### src/rtl/mat_stream_reader_pkg.sv
// Shared types for the frame-RAM stream reader/writer: FSM states and the pixel beat.
// MAT_READER_EOL_EN adds an end-of-line flag to every beat.
package mat_pkg;

    localparam int MAT_DATA_W = 8;

    typedef enum logic [1:0] {
        IDLE  = 2'd0,
        RUN   = 2'd1,
        DRAIN = 2'd2
    } mat_state_e;

    typedef struct packed {
        logic [MAT_DATA_W-1:0] data;
        logic                  sof;
        logic                  eof;
`ifdef MAT_READER_EOL_EN
        logic                  eol;
`endif
    } mat_beat_t;

endpackage

### src/rtl/mat_stream_reader_if.sv
// RAM read port plus pixel stream; master = reader, slave = RAM/downstream side.
// MAT_READER_EOL_EN adds out_eol.
interface mat_stream_reader_if #(
    parameter int ADDR_WIDTH = 8,
    parameter int DATA_WIDTH = 8
);
    logic [ADDR_WIDTH-1:0] mem_addr;
    logic                  mem_oe;
    logic                  mem_we;
    logic [DATA_WIDTH-1:0] mem_rd_q;
    logic [DATA_WIDTH-1:0] out_data;
    logic                  out_valid;
    logic                  out_ready;
    logic                  out_sof;
    logic                  out_eof;
`ifdef MAT_READER_EOL_EN
    logic                  out_eol;
`endif

    modport master (
        output mem_addr, mem_oe, mem_we,
        input  mem_rd_q,
        output out_data, out_valid, out_sof, out_eof,
`ifdef MAT_READER_EOL_EN
        output out_eol,
`endif
        input  out_ready
    );

    modport slave (
        input  mem_addr, mem_oe, mem_we,
        output mem_rd_q,
        input  out_data, out_valid, out_sof, out_eof,
`ifdef MAT_READER_EOL_EN
        input  out_eol,
`endif
        output out_ready
    );
endinterface

### src/rtl/mat_stream_reader_beat_fifo2.sv
// Two-entry synchronous FIFO of pixel beats; push and pop may coincide.
module beat_fifo2
    import mat_pkg::*;
(
    input  logic      clk,
    input  logic      rst,
    input  logic      push,
    input  logic      pop,
    input  mat_beat_t din,
    output mat_beat_t head,
    output logic [1:0] count
);
    mat_beat_t  mem_r [2];
    logic       wr_ptr_r;
    logic       rd_ptr_r;
    logic [1:0] count_r;

    // Storage, pointers and occupancy.
    always_ff @(posedge clk) begin
        if (rst) begin
            mem_r[0] <= '0;
            mem_r[1] <= '0;
            wr_ptr_r <= 1'b0;
            rd_ptr_r <= 1'b0;
            count_r  <= 2'd0;
        end else begin
            if (push) begin
                mem_r[wr_ptr_r] <= din;
                wr_ptr_r        <= ~wr_ptr_r;
            end
            if (pop) begin
                rd_ptr_r <= ~rd_ptr_r;
            end
            case ({push, pop})
                2'b10:   count_r <= count_r + 2'd1;
                2'b01:   count_r <= count_r - 2'd1;
                default: count_r <= count_r;
            endcase
        end
    end

    assign head  = mem_r[rd_ptr_r];
    assign count = count_r;

endmodule

### src/rtl/mat_stream_reader.sv
// Raster-order frame reader: sweeps ROWS x COLS pixels from a 1-cycle-latency RAM into a
// valid/ready stream with sof/eof tags. Define MAT_READER_EOL_EN to add out_eol.
module mat_stream_reader
    import mat_pkg::*;
#(
    parameter int ADDR_WIDTH = 8,
    parameter int DATA_WIDTH = 8,
    parameter int COLS       = 16,
    parameter int ROWS       = 16,
    parameter int BASE_ADDR  = 0
) (
    input  logic clk,
    input  logic rst,
    input  logic start,
    output logic busy,
    output logic done,
    mat_stream_reader_if.master bus
);
    localparam int FRAME = COLS * ROWS;
    localparam int COL_W = (COLS > 1) ? $clog2(COLS) : 1;
    localparam int ROW_W = (ROWS > 1) ? $clog2(ROWS) : 1;
    localparam logic [ADDR_WIDTH-1:0] BASE_A = ADDR_WIDTH'(BASE_ADDR);

    if (COLS < 1 || ROWS < 1) begin : g_bad_dims
        $error("mat_stream_reader: COLS and ROWS must be at least 1");
    end
    if (FRAME > (32'sd1 << ADDR_WIDTH)) begin : g_bad_frame
        $error("mat_stream_reader: frame does not fit the address space");
    end
    if (BASE_ADDR + FRAME > (32'sd1 << ADDR_WIDTH)) begin : g_bad_base
        $error("mat_stream_reader: frame at BASE_ADDR runs past the end of RAM");
    end
    if (DATA_WIDTH != MAT_DATA_W) begin : g_bad_width
        $error("mat_stream_reader: DATA_WIDTH must match the beat data width");
    end

    mat_state_e            state_r, state_s;
    logic [ADDR_WIDTH-1:0] idx_r;
    logic [ADDR_WIDTH-1:0] addr_r;
    logic [COL_W-1:0]      col_r;
    logic [ROW_W-1:0]      row_r;
    logic                  inflight_r;
    logic                  sof_tag_r, eof_tag_r, eol_tag_r;
    logic                  busy_r, done_r;

    logic                  issue_s, drain_done_s, room_s, pop_s, valid_s;
    logic                  last_idx_s, col_last_s, row_last_s;
    logic [2:0]            occupancy_s;
    logic [1:0]            fifo_left_s;
    logic [1:0]            fifo_count_s;
    mat_beat_t             push_beat_s, head_s;

    assign valid_s     = (fifo_count_s != 2'd0);
    assign pop_s       = valid_s & bus.out_ready;
    // Entries that will be held once everything already requested has landed.
    assign occupancy_s = {1'b0, fifo_count_s} + {2'b00, inflight_r} - {2'b00, pop_s};
    assign room_s      = (occupancy_s < 3'd2);
    assign fifo_left_s = fifo_count_s - {1'b0, pop_s};
    assign last_idx_s  = (idx_r == ADDR_WIDTH'(FRAME - 1));
    assign col_last_s  = (col_r == COL_W'(COLS - 1));
    assign row_last_s  = (row_r == ROW_W'(ROWS - 1));

    // Next-state and read-issue decision.
    always_comb begin
        state_s      = state_r;
        issue_s      = 1'b0;
        drain_done_s = 1'b0;
        case (state_r)
            IDLE: begin
                if (start) state_s = RUN;
                else       state_s = IDLE;
            end
            RUN: begin
                issue_s = room_s;
                if (room_s && last_idx_s) state_s = DRAIN;
                else                      state_s = RUN;
            end
            DRAIN: begin
                if (!inflight_r && (fifo_left_s == 2'd0)) begin
                    drain_done_s = 1'b1;
                    state_s      = IDLE;
                end else begin
                    state_s = DRAIN;
                end
            end
            default: state_s = IDLE;
        endcase
    end

    // FSM state, raster counters, in-flight tag and status flags.
    always_ff @(posedge clk) begin
        if (rst) begin
            state_r    <= IDLE;
            idx_r      <= '0;
            addr_r     <= BASE_A;
            col_r      <= '0;
            row_r      <= '0;
            inflight_r <= 1'b0;
            sof_tag_r  <= 1'b0;
            eof_tag_r  <= 1'b0;
            eol_tag_r  <= 1'b0;
            busy_r     <= 1'b0;
            done_r     <= 1'b0;
        end else begin
            state_r    <= state_s;
            busy_r     <= (state_s != IDLE);
            done_r     <= drain_done_s;
            inflight_r <= issue_s;
            if (state_r == IDLE && start) begin
                idx_r <= '0;
                col_r <= '0;
                row_r <= '0;
            end else if (issue_s) begin
                idx_r     <= idx_r + ADDR_WIDTH'(1);
                addr_r    <= BASE_A + idx_r;
                sof_tag_r <= (col_r == '0) && (row_r == '0);
                eof_tag_r <= col_last_s && row_last_s;
                eol_tag_r <= col_last_s;
                if (col_last_s) begin
                    col_r <= '0;
                    row_r <= row_last_s ? '0 : row_r + ROW_W'(1);
                end else begin
                    col_r <= col_r + COL_W'(1);
                end
            end
        end
    end

    // RAM data is only sampled in the cycle right after an issued read.
    always_comb begin
        push_beat_s      = '0;
        push_beat_s.data = bus.mem_rd_q;
        push_beat_s.sof  = sof_tag_r;
        push_beat_s.eof  = eof_tag_r;
`ifdef MAT_READER_EOL_EN
        push_beat_s.eol  = eol_tag_r;
`endif
    end

    beat_fifo2 u_fifo (
        .clk   (clk),
        .rst   (rst),
        .push  (inflight_r),
        .pop   (pop_s),
        .din   (push_beat_s),
        .head  (head_s),
        .count (fifo_count_s)
    );

    assign bus.mem_oe    = issue_s;
    assign bus.mem_addr  = issue_s ? (BASE_A + idx_r) : addr_r;
    assign bus.mem_we    = 1'b0;
    assign bus.out_valid = valid_s;
    assign bus.out_data  = head_s.data;
    assign bus.out_sof   = head_s.sof;
    assign bus.out_eof   = head_s.eof;
`ifdef MAT_READER_EOL_EN
    assign bus.out_eol   = head_s.eol;
`else
    logic unused_eol_s;
    assign unused_eol_s  = eol_tag_r;
`endif
    assign busy          = busy_r;
    assign done          = done_r;

endmodule

### src/flat_wrapper.sv
// flat-port wrapper written by rule: the top's interface ports become plain ports
module mat_stream_reader_flat import mat_pkg::*;
#(
    parameter int ADDR_WIDTH = 8,
    parameter int DATA_WIDTH = 8,
    parameter int COLS       = 16,
    parameter int ROWS       = 16,
    parameter int BASE_ADDR  = 0
)
  (clk, rst, start, busy, done, bus_mem_addr, bus_mem_oe, bus_mem_we, bus_mem_rd_q, bus_out_data, bus_out_valid, bus_out_sof, bus_out_eof, bus_out_ready);
  mat_stream_reader_if #(.ADDR_WIDTH(ADDR_WIDTH), .DATA_WIDTH(DATA_WIDTH)) bus_i ();
  input  logic clk;
  input  logic rst;
  input  logic start;
  output logic busy;
  output logic done;
  output wire logic [$bits(bus_i.mem_addr)-1:0] bus_mem_addr;
  output wire logic [$bits(bus_i.mem_oe)-1:0] bus_mem_oe;
  output wire logic [$bits(bus_i.mem_we)-1:0] bus_mem_we;
  input wire logic [$bits(bus_i.mem_rd_q)-1:0] bus_mem_rd_q;
  output wire logic [$bits(bus_i.out_data)-1:0] bus_out_data;
  output wire logic [$bits(bus_i.out_valid)-1:0] bus_out_valid;
  output wire logic [$bits(bus_i.out_sof)-1:0] bus_out_sof;
  output wire logic [$bits(bus_i.out_eof)-1:0] bus_out_eof;
  input wire logic [$bits(bus_i.out_ready)-1:0] bus_out_ready;
  assign bus_mem_addr = bus_i.mem_addr;
  assign bus_mem_oe = bus_i.mem_oe;
  assign bus_mem_we = bus_i.mem_we;
  assign bus_i.mem_rd_q = bus_mem_rd_q;
  assign bus_out_data = bus_i.out_data;
  assign bus_out_valid = bus_i.out_valid;
  assign bus_out_sof = bus_i.out_sof;
  assign bus_out_eof = bus_i.out_eof;
  assign bus_i.out_ready = bus_out_ready;
  mat_stream_reader #(.ADDR_WIDTH(ADDR_WIDTH), .DATA_WIDTH(DATA_WIDTH), .COLS(COLS), .ROWS(ROWS), .BASE_ADDR(BASE_ADDR)) u_core (.clk(clk), .rst(rst), .start(start), .busy(busy), .done(done), .bus(bus_i));
endmodule
### config.mk
export PLATFORM = sky130hd
export DESIGN_NAME = mat_stream_reader_flat
export DESIGN_NICKNAME = d
export VERILOG_FILES = /design/src/rtl/mat_stream_reader_pkg.sv /design/src/rtl/mat_stream_reader_if.sv /design/src/rtl/mat_stream_reader_beat_fifo2.sv /design/src/rtl/mat_stream_reader.sv /design/src/flat_wrapper.sv
export SDC_FILE = /design/constraint.sdc
export NUM_CORES = 1
export LEC_CHECK = 0
export ABC_AREA = 1
export BUFFER_PORTS_ARGS = -buffer_cell sky130_fd_sc_hd__buf_2
export CORE_MARGIN = 1.5
export CORE_UTILIZATION = 57
export DETAILED_ROUTE_END_ITERATION = 6
export PLACE_DENSITY = 0.87
export RECOVER_POWER = 100
export SLEW_MARGIN = 30
export SYNTH_ARGS = -nofsm -noshare
export SYNTH_HDL_FRONTEND = slang
export SYNTH_SLANG_ARGS = --single-unit
### constraint.sdc
create_clock -name clk -period 2.9 [get_ports clk]
set_clock_uncertainty 0.2 [all_clocks]
set_input_delay 0.29 -clock clk [delete_from_list [all_inputs] [get_ports clk]]
set_output_delay 0.29 -clock clk [all_outputs]
set_load 0.02 [all_outputs]
==> qor.csv, run 1 <==
stage,metric,value,unit
run_status,status,"finished, violations left",
run_status,violated checks,negative setup slack,
synth,"EDFF count, synth",20,
power_and_ir_drop,internal power of the cells,1.53,mW
routing,Detail Route Antenna Nets,0,
critical_path,Critical R2R Launch,u_core.u_fifo.count[1],
power_and_ir_drop,Tot Pwr,2.44,mW
synth,"count leader, synth",nand2_1,
synth,Synth Instances,317,
floorplan,chip width,70.7,um
synth,"top cells by area, synth","dfxtp_1 28%, edfxtp_1 23%, nand2_1 9.0%",
global_route,Overflow after GRT,0,
power_and_ir_drop,Sw Ratio,0.372,
critical_path,R2R cell count,19,
routing,first drt pass iteration count,5,
timing,Setup-failing EPs final,15,
placement,number of I/O port buffers,33,
global_route,pin count of the biggest net entering global routing,20,
worst_hold_path,Hold Path Cell Cnt,3,
critical_path,startpoint types,register,
floorplan,Ports,35,
timing,actual transition at the worst max-transition pin,0.705,ns
finish,area grow syn2layout,27.7,%
routing,Avg Vias per Cell,5.76,
synth,YS warnings,0,
finish,post-layout util,0.762,
floorplan,row cnt,24,
floorplan,core area,0.00438,mm^2
synth,dominant register cell in the synthesized netlist,dfxtp_1,
synth,top-area cell type share of the netlist area,0.276,
timing,fin crit period,3.21,ns
clock_tree,clock root buffer,clkbuf_8,
finish,final cell count without fillers,437,
synth,Yosys top cell by area,dfxtp_1,
synth,Synth async-reset ratio,0,
global_route,first-pass GRT wire length,9950,um
synth,most frequent cells after synthesis,"63 x nand2_1, 50 x inv_1, 45 x nor2_1",
critical_path,CP Capture Type,primary output,
floorplan,die area,0.00500,mm^2
timing,Peak Freq,312,MHz
worst_hold_path,hold_sp,bus_mem_rd_q[6],
power_and_ir_drop,PD cells,731,mW/mm^2
critical_path,CP Class,reg2out,
critical_path,CP required,2.41,ns
critical_path,worst endpoint data arrival time,2.72,ns
clock_tree,clk slew on worst S/H paths,0.11,ns
synth,Synth Area per Inst,8.25,um^2
placement,placed cell count,400,
finish,Nets,404,
finish,layout cells sized above 1,0.304,
power_and_ir_drop,Flop pwr share,0.382,
timing,final worst setup slack,-0.307,ns
timing,RSZ-0062 raised after global routing,true,
routing,Initial DRC Count,287,
critical_path,worst flop-to-flop path endpoint,u_core.idx_r[0],
worst_hold_path,Hold Path Class,in2reg,
placement,routability-driven placement congestion ratio,0.862,
power_and_ir_drop,maximum VDD drop,0.412,mV
critical_path,crit-path cells,inv_2 > nand2_2 > nand2_2 > inv_2 > ha_4 > nor2_4 > inv_2 > fa_2 > nand2_2 > nor2_4 > nand2_4 > o21ai_2 > inv_1 > buf_6,
critical_path,"Largest stage delay, worst path",0.55,ns
clock_tree,htree depth,2,
global_route,vias in the first global route,2240,
clock_tree,CTS max path bufs,2,
routing,drt drc,0,
finish,antenna diode count,0,
clock_tree,CTS Buf Count,5,
critical_path,"Slowest-stage cell, CP",fa_2,
critical_path,Worst Path Max Fanout,7,
synth,sequential area share after synthesis,0.505,
synth,synthesized flop and latch total,56,
synth,syn_nets,337,
power_and_ir_drop,NetSw,0.907,mW
power_and_ir_drop,P_leak,1.52,nW
timing,final hold vios,0,
clock_tree,CTS tree,yes,
clock_tree,Clock Sinks,56,
global_route,Total GRT Usage,0.251,
synth,post-synthesis cell type count,28,
placement,dpl hpwl,3540,um
routing,post-detailed-routing wire length,7500,um
clock_tree,clk_lat worst skew,0.33,ns
routing,vias,2519,
floorplan,Chip Height,70.7,um
timing,Final Max Tran Viols,0,
timing,worst hold slack,0.0704,ns
global_route,initial antenna violation count,0,
routing,DR WL/cell,17.2,um
worst_hold_path,Hold EP,u_core.u_fifo.mem_r[1][8],
timing,slew margin rel.,0.530,
critical_path,"setup slack, reg-to-reg",-0.17,ns
timing,final period utilization,1.11,
power_and_ir_drop,Logic pwr share,0.431,
synth,Post-Syn Area,0.00262,mm^2
job,Max Cap Viol,0,
timing,Setup TNS,-2.48,ns
power_and_ir_drop,clock power share,0.187,
floorplan,initial core utilization,0.596,
==> stage by stage <==
step / area, um^2 / setup WS, ns
detailed placement: 2840 / 0.0210
finish: 3340 / -0.307
CTS: 3200 / -0.0897
global placement: 2840 / 0.0905
global route: 3340 / -0.364
floorplan: 2620 / 0.0135
==> what timing repair did <==
item | in CTS | in global routing
pin swaps | 12 | 7
setup buffers | 18 | 11
cloned | 1 | 0
resized for setup | 35 | 21
setup endpoints to repair | 9 | 11
hold buffers | 0 | 0
==> power groups by stage <==
stage	sequential (mW)	combinational, mW	clock [mW]
after CTS	0.924	0.801	0.451
after global routing	0.940	1.10	0.485
after floorplan	0.923	0.438	0
after global placement	0.935	0.560	0
after detailed placement	0.941	0.571	0
final	0.932	1.05	0.458
==> logic make-up after synthesis <==
logic type,count (synthesis),synth area share
flops,56,0.505
simple gates,139,0.225
xor+xnor,3,0.0100
other cells,1,0.00143
fa+ha+maj,8,0.0411
compound gates,36,0.0699
buf+inv,64,0.104
mux,10,0.0431
==> worst max-delay path by stage <==
stage          slack, ns  cells past startpoint         endpoint                    from
4_1_cts            -0.09                     14  bus_mem_addr[1]  u_core.u_fifo.count[0]
5_1_grt            -0.36                     14  bus_mem_addr[7]  u_core.u_fifo.count[1]
3_5_place_dp        0.02                     14  bus_mem_addr[3]  u_core.u_fifo.count[1]
6_report           -0.31                     14  bus_mem_addr[7]  u_core.u_fifo.count[1]
3_3_place_gp        0.09                     14  bus_mem_addr[0]  u_core.u_fifo.count[1]
2_1_floorplan       0.01                     14  bus_mem_addr[2]  u_core.u_fifo.count[1]
==> area by class of cell <==
cell class              instances  area [um^2]
clock buffers                   5         68.8
clock inverters                 3         27.5
fillers                       285         1040
inverters                      53          199
multi-input cells             198         1150
flip-flops and latches         56         1320
well taps                      52         65.1
repair buffers                 70          508
==> layer usage <==
layer	wire length (um)	track usage	vias up	part of all wire
met5	0	0	-	0
met4	470	0.145	0	0.063
met3	735	0.0584	56	0.098
met2	3660	0.434	205	0.49
met1	2640	0.283	1126	0.35
li1	-	-	1132	-
==> state kept, by name, summed over array words and instances (netlist names), named ones only <==
| register | cells |
|---|---|
| u_core.addr_r | 8 |
| u_core.busy | 1 |
| u_core.col_r | 4 |
| u_core.done | 1 |
| u_core.eof_tag_r | 1 |
| u_core.idx_r | 8 |
| u_core.inflight_r | 1 |
| u_core.row_r | 4 |
| u_core.sof_tag_r | 1 |
| u_core.state_r | 2 |
| u_core.u_fifo.count | 2 |
| u_core.u_fifo.mem_r | 20 |
| u_core.u_fifo.rd_ptr_r | 1 |
| u_core.u_fifo.wr_ptr_r | 1 |
==> worst max-delay path: cells and delay by family, from the launching register on <==
kind	cells	cell delay [ns]
AOI/OAI and AO/OA	1	0.20
and+or+nand+nor	6	0.68
buffers and inverters	5	0.41
adders and majority gates	2	0.77
DFF	1	0.34
==> cells in the final DEF (no fill, tap or decap), types with 6 or more instances in the layout <==
| master | synthesis | final |
|---|---|---|
| nand2_1 | 63 | 58 |
| inv_1 | 50 | 46 |
| nor2_1 | 45 | 43 |
| dfxtp_1 | 36 | 34 |
| buf_4 | 1 | 30 |
| buf_2 | 4 | 21 |
| edfxtp_1 | 20 | 20 |
| a21oi_1 | 20 | 19 |
| nand3_1 | 19 | 18 |
| buf_6 | 3 | 12 |
| mux2_2 | 10 | 10 |
| inv_2 | 3 | 7 |
| o21ai_2 | 0 | 7 |
| o21ai_0 | 9 | 6 |
| clkbuf_1 | 2 | 6 |
No activity file was read; power rests on OpenSTA's default activity.
==> run 2, diff against run 1 <==
Settings changed: BUFFER_PORTS_ARGS -buffer_cell sky130_fd_sc_hd__buf_2 to default, CORE_UTILIZATION 57 to 62, DONT_BUFFER_PORTS from default to 1, PLACE_DENSITY 0.87 to 0.86.
==> qor.csv, run 2 (synthesis gave the netlist of run 1 again) <==
stage,metric,value,unit,change
run_status,status,"finished, violations left",,unchanged
run_status,violated checks,negative setup slack,,unchanged
global_route,pin count of the biggest net entering global routing,20,,unchanged
clock_tree,clk_lat worst skew,0.33,ns,about the same
finish,most frequent cells in the layout,"52 x nand2_1, 44 x nor2_1, 39 x inv_1",,"was 58 x nand2_1, 46 x inv_1, 43 x nor2_1"
critical_path,startpoint types,register,,unchanged
routing,Detail Route Antenna Nets,0,,unchanged
clock_tree,CTS max path bufs,2,,unchanged
global_route,Overflow after GRT,0,,unchanged
timing,slew margin rel.,0.660,,was 0.530
timing,Peak Freq,321,MHz,was 312 MHz
timing,RSZ-0062 raised after global routing,true,,unchanged
job,Max Cap Viol,0,,unchanged
floorplan,initial core utilization,0.649,,was 0.596
routing,Initial DRC Count,329,,was 287
global_route,first-pass GRT wire length,9660,um,was 9950 um
timing,final period utilization,1.07,,was 1.11
floorplan,row cnt,23,,was 24
power_and_ir_drop,Tot Pwr,2.27,mW,was 2.44 mW
critical_path,Worst Path Max Fanout,6,,was 7
finish,antenna diode count,0,,unchanged
critical_path,CP Class,reg2out,,unchanged
critical_path,worst endpoint data arrival time,2.62,ns,was 2.72 ns
routing,Avg Vias per Cell,5.59,,was 5.76
finish,Largest register FFs,20,,unchanged
timing,fin crit period,3.11,ns,was 3.21 ns
critical_path,CP top delay family,adder cells,,unchanged
global_route,vias in the first global route,2101,,was 2240
finish,area grow syn2layout,22.7,%,was 27.7%
global_route,Total GRT Usage,0.286,,was 0.251
critical_path,"most used cell, CP",inv_2,,
clock_tree,clock root buffer,clkbuf_8,,unchanged
routing,vias,2258,,was 2519
clock_tree,CTS tree,yes,,unchanged
critical_path,CP required,2.41,ns,about the same
floorplan,die area,0.00462,mm^2,was 0.00500 mm^2
timing,final worst setup slack,-0.214,ns,was -0.307 ns
finish,"commonest non-fill, non-tap cell in the layout",nand2_1,,unchanged
timing,actual transition at the worst max-transition pin,0.509,ns,was 0.705 ns
critical_path,sum of buffers and inverters on the critical path,4,,was 5
finish,fillers,228,,was 285
routing,post-detailed-routing wire length,6580,um,was 7500 um
critical_path,CP Capture Type,primary output,,unchanged
finish,layout cells sized above 1,0.274,,was 0.304
critical_path,crit-path cells,inv_2 > nand2_2 > nand2_2 > inv_2 > ha_4 > nor2_4 > inv_2 > fa_2 > nand2_2 > nor2_4 > nand2_4 > o21ai_4 > inv_2,,was inv_2 > nand2_2 > nand2_2 > inv_2 > ha_4 > nor2_4 > inv_2 > fa_2 > nand2_2 > nor2_4 > nand2_4 > o21ai_2 > inv_1 > buf_6
timing,Final Max Tran Viols,0,,unchanged
finish,largest registers,"u_core.u_fifo.mem_r: 20 flops, u_core.addr_r: 8 flops, u_core.idx_r: 8 flops",,unchanged
global_route,initial antenna violation count,0,,unchanged
clock_tree,Clock Sinks,56,,unchanged
floorplan,core area,0.00403,mm^2,was 0.00438 mm^2
power_and_ir_drop,maximum VDD drop,0.491,mV,was 0.412 mV
clock_tree,htree depth,2,,unchanged
routing,first drt pass iteration count,5,,unchanged
placement,number of I/O port buffers,0,,was 33
floorplan,Ports,35,,unchanged
clock_tree,clk slew on worst S/H paths,0.10,ns,was 0.11 ns
power_and_ir_drop,P_leak,1.38,nW,was 1.52 nW
placement,dpl hpwl,3260,um,was 3540 um
finish,final cell count without fillers,404,,was 437
floorplan,Chip Height,67.9,um,was 70.7 um
power_and_ir_drop,PD cells,707,mW/mm^2,was 731 mW/mm^2
placement,placed cell count,365,,was 400
finish,largest register by flop count,u_core.u_fifo.mem_r,,unchanged
finish,Nets,373,,was 404
routing,DR WL/cell,16.3,um,was 17.2 um
floorplan,chip width,67.9,um,was 70.7 um
routing,drt drc,0,,unchanged
timing,Setup-failing EPs final,10,,was 15
clock_tree,CTS Buf Count,5,,unchanged
placement,routability-driven placement congestion ratio,0.912,,was 0.862
timing,final hold vios,0,,unchanged
worst_hold_path,Hold Path Class,in2reg,,unchanged
critical_path,"Slowest-stage cell, CP",fa_2,,unchanged
critical_path,"Largest stage delay, worst path",0.57,ns,was 0.55 ns
## run 2: changes by cell type in the layout (fill, tap and decap cells not counted), sizes merged
| cell | before | now |
|---|---|---|
| dlygate4sd3 | 0 | 7 |
| buf | 64 | 31 |
| clkinv | 1 | 2 |
| nand2 | 66 | 67 |
| clkinvlp | 1 | 0 |
| clkbuf | 11 | 5 |
## run 2: where the power goes
part	switching (mW)	internal [mW]	total (mW)
Combinational	0.545	0.341	0.887
Sequential	0.0458	0.885	0.931
Clock	0.274	0.177	0.450
## run 2: worst reg2reg max path, delay by kind of cell (launching register included)
kind,cells,cell delay [ns]
compound gates,1,0.20
fa+ha+maj,2,0.79
buf+inv,6,0.64
flops,1,0.38
simple gates,6,0.62
## run 2: area by class of cell
class	instances	area, um^2	area share
clock inverter	3	26.3	0.00819
timing repair buffer	38	322	0.100
multi-input combinational	199	1210	0.376
inverter	53	199	0.0620
clock buffer	5	68.8	0.0214
sequential	56	1320	0.412
tap	50	62.6	0.0195
## run 2: metal layers
layer / GRT usage / share of wire / up-vias
met3: 0.0822 / 0.077 / 32
met1: 0.329 / 0.39 / 1038
met4: 0.153 / 0.038 / 0
met5: 0 / 0 / -
li1: - / - / 1072
met2: 0.481 / 0.50 / 116
## run 2: final timing paths
kind | startpoint | to | slack [ns] | cells after the start
worst max-delay path | u_core.u_fifo.count[1] | bus_mem_addr[4] | -0.21 | 13
worst min-delay path | bus_mem_rd_q[7] | u_core.u_fifo.mem_r[0][9] | 0.0009 | 2
worst max register to register | u_core.u_fifo.count[1] | u_core.col_r[0] | -0.01 | 15
worst min register to register | u_core.u_fifo.rd_ptr_r | u_core.u_fifo.rd_ptr_r | 0.28 | 1
## run 2: timing repair
item	4_1_cts	5_1_grt
cloned	2	0
gates resized for setup	34	23
setup endpoints to repair	9	21
hold endpoints to repair	20	1
hold buffers	6	1
pin swaps	9	8
setup buffers	23	4
## run 2: through the flow
step | area (um^2) | util | worst slack, ns | TNS, ns | hold WS [ns]
global placement | 2670 | 0.663 | 0.0620 | 0 | 0.162
finish | 3210 | 0.797 | -0.214 | -1.72 | 0.000877
CTS | 3120 | 0.775 | -0.0703 | -0.291 | 0.000196
floorplan | 2620 | - | 0.0135 | 0 | 0.167
detailed placement | 2670 | 0.663 | -0.0252 | -0.0807 | 0.163
global route | 3210 | 0.797 | -0.297 | -2.78 | 0.00399
